## config.mk

```make
export PLATFORM = sky130hd
export DESIGN_NAME = instr_fetch
export DESIGN_NICKNAME = d
export VERILOG_FILES = /design/src/rtl/instr_fetch.sv
export SDC_FILE = /design/constraint.sdc
export NUM_CORES = 1
export LEC_CHECK = 0
export CAP_MARGIN = 5
export CORE_MARGIN = 1.5
export CORE_UTILIZATION = 37
export CTS_CLUSTER_SIZE = 14
export DETAILED_ROUTE_END_ITERATION = 12
export PLACE_DENSITY = 0.85
export SLEW_MARGIN = 20
export SYNTH_ARGS = -nofsm -noshare
export SYNTH_HDL_FRONTEND = slang
export SYNTH_SLANG_ARGS = --single-unit
```

## constraint.sdc

```tcl
create_clock -name clk -period 2 [get_ports clk]
set_clock_uncertainty 0.05 [all_clocks]
set_input_delay 0.2 -clock clk [delete_from_list [all_inputs] [get_ports clk]]
set_output_delay 0.2 -clock clk [all_outputs]
set_load 0.05 [all_outputs]
```

## src/rtl/instr_fetch.sv

```systemverilog
// Instruction fetch: one outstanding memory read, a one-entry fetch buffer
// toward decode, and redirect-driven flushing of in-flight requests.
`timescale 1ns/1ps
module instr_fetch #(
  parameter int unsigned width = 32
) (
  input  logic             clk,
  input  logic             rst_n,
  input  logic [width-1:0] pc_in,
  output logic             pc_load,
  output logic [width-1:0] pc_next,
  output logic             mem_read,
  output logic [width-1:0] mem_address,
  input  logic             mem_resp,
  input  logic [width-1:0] mem_rdata,
  input  logic             redirect,
  input  logic [width-1:0] redirect_target,
  input  logic             id_ready,
  output logic             if_valid,
  output logic [width-1:0] if_instr,
  output logic [width-1:0] if_pc
);

  typedef enum logic [1:0] {
    IDLE,
    BUSY,
    DRAIN
  } state_e;

  localparam logic [width-1:0] INSTR_BYTES = width'(4);

  state_e           state_q;
  logic             mem_read_q;
  logic [width-1:0] addr_q;
  logic             valid_q;
  logic [width-1:0] instr_q;
  logic [width-1:0] pc_q;
  logic             fetch_done;
  logic [width-1:0] seq_pc_d;

  assign fetch_done = (state_q == BUSY) && mem_resp;
  assign seq_pc_d   = addr_q + INSTR_BYTES;

  // Redirect wins over the sequential update; rst_n gating keeps the PC
  // register from loading while the block is held in reset.
  always_comb begin
    pc_load = 1'b0;
    pc_next = seq_pc_d;
    if (rst_n) begin
      if (redirect) begin
        pc_load = 1'b1;
        pc_next = redirect_target;
      end else if (fetch_done) begin
        pc_load = 1'b1;
      end
    end
  end

  always_ff @(posedge clk or negedge rst_n) begin
    if (!rst_n) begin
      state_q    <= IDLE;
      mem_read_q <= 1'b0;
      addr_q     <= '0;
      valid_q    <= 1'b0;
      instr_q    <= '0;
      pc_q       <= '0;
    end else begin
      case (state_q)
        IDLE: begin
          if (redirect) begin
            valid_q <= 1'b0;
          end else if (!valid_q || id_ready) begin
            state_q    <= BUSY;
            mem_read_q <= 1'b1;
            addr_q     <= pc_in;
            valid_q    <= 1'b0;
          end
        end
        BUSY: begin
          if (mem_resp) begin
            state_q    <= IDLE;
            mem_read_q <= 1'b0;
            if (!redirect) begin
              valid_q <= 1'b1;
              instr_q <= mem_rdata;
              pc_q    <= addr_q;
            end
          end else if (redirect) begin
            state_q <= DRAIN;
          end
        end
        DRAIN: begin
          // The stale response retires the request even if another redirect
          // lands on the same cycle; nothing else is outstanding to wait for.
          if (mem_resp) begin
            state_q    <= IDLE;
            mem_read_q <= 1'b0;
          end
        end
        default: begin
          state_q    <= IDLE;
          mem_read_q <= 1'b0;
        end
      endcase
    end
  end

  assign mem_read    = mem_read_q;
  assign mem_address = addr_q;
  assign if_valid    = valid_q;
  assign if_instr    = instr_q;
  assign if_pc       = pc_q;

endmodule

```

==> reports/summary.txt, run 1 <==
Total Routing Usage GR -> 23.9%
Share of cells above drive strength 1 -> 46.6%
Post-synth EDFFs -> 0
Wire per inst -> 18.7 um
Vias in the first global route -> 4872
Crit start category -> flip-flop
Final hold violations -> 0
WHS -> 401 ps
Crit-path slowest cell -> or4_4
Largest net degree at the start of global routing -> 53
Avg Inst Size Synth -> 11.7 um^2
Port Buf Inserts -> 231
Final RePlAce weighted congestion -> 0.813
DR vias -> 4553
R2R Setup Slk -> 250 ps
DPL Wire Length -> 12.0 mm
Routed vias/inst -> 5.12
Power Dens Cells -> 1990 nW/um^2
Total CTS buffers -> 9
WP data arrival -> 2420 ps
Worst r2r path cells -> 6
Actual slew at the worst max-slew pin -> 683 ps
1st-iter DRT viols -> 172
Asr flop ratio synth -> 100%
YS warnings -> 0
TritonCTS clock tree -> yes
Final setup violation count -> 26
Placed insts -> 855
# nets final -> 816
Crit-path max cell delay -> 610 ps
Yosys cell types -> 40
DRC violations left -> 0
Final TNS setup -> -10400 ps
Final period util -> 133%
RSZ-0062 raised after global routing -> true
FF+latch count, synth -> 100
I/O pin total -> 232
Clk slew on worst S/H paths -> 70 ps
Max rail drop VDD -> 1.17 mV
CP Class -> reg -> out
H-tree depth -> 3
GRT overflow -> 0
Synth Flop Type -> dfrtp_1
RR Endpoint -> mem_address[4]$_DFFE_PN0P_
Clock Latency Late Sink -> 350 ps
Mapped cell area -> 4780 um^2
Setup ws final -> -669 ps
DIE WIDTH -> 117 um
Worst path depth -> 6
Minimum clock period -> 2670 ps
Worst min-delay path category -> in -> async
Buf/Inv on CP -> 2
Peak Freq -> 0.375 GHz
Antenna-violating nets left -> 0
Starting density of the core -> 37.9%
First-pass GRT wire length -> 24.7 mm
CTS sink cnt -> 100
Max Slew Vio Count -> 0
Most common cell after layout, fill and taps aside -> clkdlybuf4s50_1
Post-Syn Nets -> 513
Reg-to-reg critical path startpoint -> state_q[1]$_DFFE_PN0P_
Initial antenna violation count -> 1
Leakage -> 3.82 nW
Std-Cell Rows -> 41
Die area -> 13600 um^2
Sequential area share after synthesis -> 52.3%
Delay-heaviest family, CP -> simple AND/OR/NAND/NOR gates
Total wire length -> 16.7 mm
Post-Syn Instances -> 408
Final Non-Filler Cells -> 889
Dpl cell area -> 8550 um^2
Area grow syn2layout -> 95.1%
Failing checks -> setup timing
Drt first pass iters -> 4
MaxCap Viol Count -> 0
Clk buf depth -> 2
Status -> finished, violations left
Worst path cell trace -> nand4_1 -> or4_4 -> buf_12 -> or4_4 -> a31oi_4 -> buf_12
Worst relative slew slack -> 54.5%
CP endpoint kind -> primary output
Max FO, Critical Path -> 6
Final Cell Area -> 9330 um^2
Most frequent cells in the layout -> clkdlybuf4s50_1, mux2_2, dfrtp_1, buf_4, buf_12
Core Box Area -> 12600 um^2
CTS Root Cell -> clkbuf_16
Crit path required time -> 1750 ps
Die height -> 117 um
worst reg2reg max path: cells and delay by family (launching register included):
kind | cells | cell delay (ps)
adder cells (fa/ha/maj) | 1 | 250
buffers and inverters | 3 | 400
flip-flops | 1 | 390
multiplexers | 1 | 360
AND/OR/NAND/NOR | 1 | 180
how the worst max path moves through the flow:
stage	startpoint	end	slack, ps
after global routing	mem_address[17]$_DFFE_PN0P_	pc_next[26]	-700
final	mem_address[17]$_DFFE_PN0P_	pc_next[28]	-670
after detailed placement	mem_address[19]$_DFFE_PN0P_	pc_next[28]	-300
after floorplan	mem_address[13]$_DFFE_PN0P_	pc_next[28]	-530
after global placement	mem_address[18]$_DFFE_PN0P_	pc_next[28]	-280
after CTS	mem_address[19]$_DFFE_PN0P_	pc_next[28]	-640
where the power goes:
group	internal [mW]	leakage (nW)	switching, mW
sequential	3.11	1.17	0.649
clock	1.30	0.172	0.778
combinational	5.28	2.48	7.45
cells in the mapped netlist, types with 6 or more instances:
| master | instances | area, um^2 |
|---|---|---|
| dfrtp_1 | 100 | 2500 |
| mux2_2 | 94 | 1060 |
| nand2_1 | 36 | 135 |
| clkbuf_1 | 21 | 78.8 |
| nor2_1 | 19 | 71.3 |
| o21ai_0 | 19 | 95.1 |
| a31oi_1 | 15 | 93.8 |
| or4_1 | 14 | 105 |
| nand3_1 | 12 | 60.1 |
| o31ai_1 | 11 | 82.6 |
| inv_1 | 7 | 26.3 |
| xor2_1 | 7 | 61.3 |
| nand4_1 | 6 | 37.5 |
timing repair:
action	4_1_cts	5_1_grt
setup endpoints to repair	26	36
resized for setup	36	31
gates cloned	1	1
buffers inserted	12	10
endpoints found under the hold margin	100	0
pin swaps	20	30
hold buffers	1	0
final cells by class:
cell class	instances	area, um^2
Timing Repair Buffer	314	3410
Clock buffer	11	253
Antenna cell	1	2.50
Fill cell	823	3290
Multi-Input combinational cell	279	2790
Tap cell	172	215
Inverter	7	26.3
Sequential cell	100	2530
Clock inverter	5	106
stage by stage:
stage / utilization, % / total power [mW] / worst slack [ps]
2_1_floorplan: - / 10.9 / -534
3_3_place_gp: 67.7 / 15.7 / -280
3_5_place_dp: 67.7 / 16.0 / -295
4_1_cts: 72.6 / 18.5 / -637
5_1_grt: 74.0 / 19.3 / -703
6_report: 74.0 / 18.6 / -669
routing by layer:
layer,up-vias,track usage [%],routed length (um)
li1,2092,-,-
met2,162,42.5,8940
met4,0,9.64,416
met5,-,0,0
met1,2271,27.5,6320
met3,28,6.07,985
cells by family (layout without fill, tap and decap cells):
group / Yosys count / after routing / share of synthesized area, %
buf+inv: 31 / 337 / 2.64
compound gates: 54 / 54 / 6.96
other cells: 0 / 1 / 0
simple gates: 112 / 114 / 12.5
xor+xnor: 12 / 12 / 2.20
flops: 100 / 100 / 52.3
mux: 95 / 95 / 22.3
fa+ha+maj: 4 / 4 / 1.05
sequential cells by signal, summed over array words and instances (netlist names):
| name | count |
|---|---|
| if_instr | 32 |
| if_pc | 32 |
| if_valid | 1 |
| mem_address | 32 |
| mem_read | 1 |
| state_q | 2 |
Power figures use the tool's default switching activity.
==> run 2, diff against run 1 <==
--- a/config.mk
+++ b/config.mk
@@ -5,11 +5,13 @@
 export SDC_FILE = /design/constraint.sdc
 export NUM_CORES = 1
 export LEC_CHECK = 0
+export ABC_CLOCK_PERIOD_IN_PS = 2000
 export CAP_MARGIN = 5
 export CORE_MARGIN = 1.5
 export CORE_UTILIZATION = 37
 export CTS_CLUSTER_SIZE = 14
 export DETAILED_ROUTE_END_ITERATION = 12
+export GPL_ROUTABILITY_DRIVEN = 0
 export PLACE_DENSITY = 0.85
 export SLEW_MARGIN = 20
 export SYNTH_ARGS = -nofsm -noshare
==> results of run 2 <==
Final layout, timing and power as in run 1 (identical DEF).
==> run 3, diff against run 2 <==
--- a/config.mk
+++ b/config.mk
@@ -7,6 +7,7 @@
 export LEC_CHECK = 0
 export ABC_CLOCK_PERIOD_IN_PS = 2000
 export CAP_MARGIN = 5
+export CORE_ASPECT_RATIO = 2
 export CORE_MARGIN = 1.5
 export CORE_UTILIZATION = 37
 export CTS_CLUSTER_SIZE = 14
==> run 3 against run 2 <==
The run still ends with setup timing left. First-iteration DRC count rose by 24%. Clock power fell by 15%. Sequential share of layout area rose by 0.24 points. Final area fell by 0.84%. Cell count fell by 2.5%. Global-route usage rose by 2.6 points. Register-to-register slack got worse by 90 ps. Via count rose by 1.6%. Worst hold slack got worse by 340 ps. Critical path type unchanged. Critical endpoint is now pc_next[31]. Largest cell class unchanged. Largest power group unchanged. Highest routed layer unchanged.
==> reports/summary.txt, run 3 (synthesis gave the netlist of run 1 again) <==
Area grow syn2layout -> 93.4%
Setup ws final -> -618 ps (+50.4 ps)
Worst r2r path cells -> 6 (unchanged)
Pre-CTS WS -> -278 ps (+17.2 ps)
Worst min-delay path category -> in -> async
DR vias -> 4626 (+1.6%)
H-tree depth -> 3 (unchanged)
Crit path required time -> 1750 ps (about the same)
Final period util -> 131% (-2.5 points)
Clock power share -> 9.6% (-1.6 points)
Total Routing Usage GR -> 26.5% (+2.6 points)
Antenna fix cells -> 0 (-1)
CP endpoint kind -> primary output
Largest net degree at the start of global routing -> 57 (+7.5%)
Clk buf depth -> 2 (unchanged)
Routed met1 length -> 6.15 mm (-2.6%)
Sequential power share -> 20.8% (+0.6 points)
Core Box Area -> 12600 um^2 (about the same)
1st-iter DRT viols -> 214 (+24%)
WP data arrival -> 2370 ps (-50 ps)
I/O pin total -> 232 (unchanged)
DRC violations left -> 0 (unchanged)
Most common cell after layout, fill and taps aside -> clkdlybuf4s50_1
First-pass GRT wire length -> 27.6 mm (+12%)
Std-Cell Rows -> 58 (+41%)
Wire per inst -> 21.2 um (+13%)
Leakage -> 3.80 nW (-0.49%)
Die height -> 164 um (+40%)
Peak Freq -> 0.382 GHz (+1.9%)
Power Dens Cells -> 2000 nW/um^2 (+0.37%)
CP Class -> reg -> out
Max Slew Vio Count -> 0 (unchanged)
Initial antenna violation count -> 0 (-1)
Total wire length -> 18.4 mm (+11%)
Cell internal pwr -> 9.34 mW (-3.6%)
MaxCap Viol Count -> 0 (unchanged)
DIE WIDTH -> 83.4 um (-29%)
CTS sink cnt -> 100 (unchanged)
Drt first pass iters -> 4 (unchanged)
TritonCTS clock tree -> yes
Total CTS buffers -> 9 (unchanged)
CTS Root Cell -> clkbuf_16
Final setup violation count -> 25 (-3.8%)
Max FO, Critical Path -> 8 (+2)
Actual slew at the worst max-slew pin -> 736 ps (+53.2 ps)
Failing checks -> setup timing
Clk slew on worst S/H paths -> 80 ps (about the same)
Routed vias/inst -> 5.34 (+4.2%)
Vias in the first global route -> 5001 (+2.6%)
Starting density of the core -> 37.9% (about the same)
Status -> finished, violations left
Max rail drop VDD -> 1.43 mV (+22%)
# nets final -> 817 (+0.12%)
Worst relative slew slack -> 50.9% (-3.5 points)
WHS -> 62.0 ps (-339 ps)
GRT overflow -> 0 (unchanged)
Port Buf Inserts -> 231 (unchanged)
DPL Wire Length -> 13.8 mm (+15%)
Crit start category -> flip-flop
RSZ-0062 raised after global routing -> true
R2R Setup Slk -> 160 ps (-90 ps)
Clock Latency Late Sink -> 340 ps (about the same)
Met2 WL -> 10.7 mm (+20%)
NetSw -> 9.13 mW (+2.9%)
Share of cells above drive strength 1 -> 46.9% (+0.21 points)
RR Endpoint -> mem_address[16]$_DFFE_PN0P_
DR WL met3 -> 763 um (-23%)
Die area -> 13700 um^2 (+0.31%)
Switching share of power -> 49.4% (+1.6 points)
Reg-to-reg critical path startpoint -> state_q[0]$_DFFE_PN0P_
DR top layer -> met4
Antenna-violating nets left -> 0 (unchanged)
Final hold violations -> 0 (unchanged)
Critical Path Start -> mem_address[19]$_DFFE_PN0P_
Total Power -> 18.5 mW (-0.48%)
Comb power frac -> 69.7% (+1.1 points)
Minimum clock period -> 2620 ps (-50.4 ps)
Most frequent cells in the layout -> clkdlybuf4s50_1, mux2_2, dfrtp_1, buf_4, buf_12
Final TNS setup -> -8970 ps (+1430 ps)
==> run 3: final cells by class <==
class	instances	area, um^2
clock buffers	10	239
well taps	150	188
clock inverters	6	65.1
inverters	7	26.3
multi-input cells	277	2770
repair buffers	317	3430
fillers	821	3370
flip-flops and latches	100	2530
==> run 3: routing by layer <==
| layer | up-vias | global-route usage (%) |
|---|---|---|
| met5 | - | 0 |
| met4 | 0 | 12.9 |
| met3 | 49 | 3.82 |
| met2 | 199 | 52.7 |
| met1 | 2284 | 26.4 |
| li1 | 2094 | - |
==> run 3: worst max path at each step <==
stage / endpoint / slack (ps) / depth (start not counted)
floorplan: pc_next[28] / -530 / 6
global placement: pc_next[27] / -220 / 5
detailed placement: pc_next[27] / -280 / 5
CTS: pc_next[29] / -600 / 5
global route: pc_next[28] / -660 / 6
finish: pc_next[31] / -620 / 6
==> run 3: stage by stage <==
| stage | cell area [um^2] | utilization [%] | instances |
|---|---|---|---|
| final | 9260 | 73.3 | 867 |
| after global routing | 9260 | 73.3 | 867 |
| after CTS | 9120 | 72.2 | 862 |
| after detailed placement | 8560 | 67.8 | 837 |
| after global placement | 8560 | 67.8 | 837 |
| after floorplan | 5280 | - | 408 |
==> run 3: worst max-delay path, stage by stage (launching register included) <==
cell and delay, ps:
dfrtp_2 400, nand4_4 130, or4_4 540, buf_12 160, or4_4 430, a31oi_4 200
buf_12 160
==> run 3: power groups by stage <==
stage	Sequential (mW)	Clock, mW	Combinational, mW
detailed placement	3.80	0	12.4
CTS	3.80	1.81	12.7
finish	3.84	1.76	12.9
floorplan	7.49	0	3.43
global placement	3.71	0	12.2
global route	3.94	1.87	13.3
==> run 3: repair_timing <==
action	in CTS	in global routing
endpoints found under the setup margin	28	31
buffers inserted	10	10
pin swaps	18	21
gates resized for setup	40	23
hold buffers	2	0
endpoints found under the hold margin	4	0
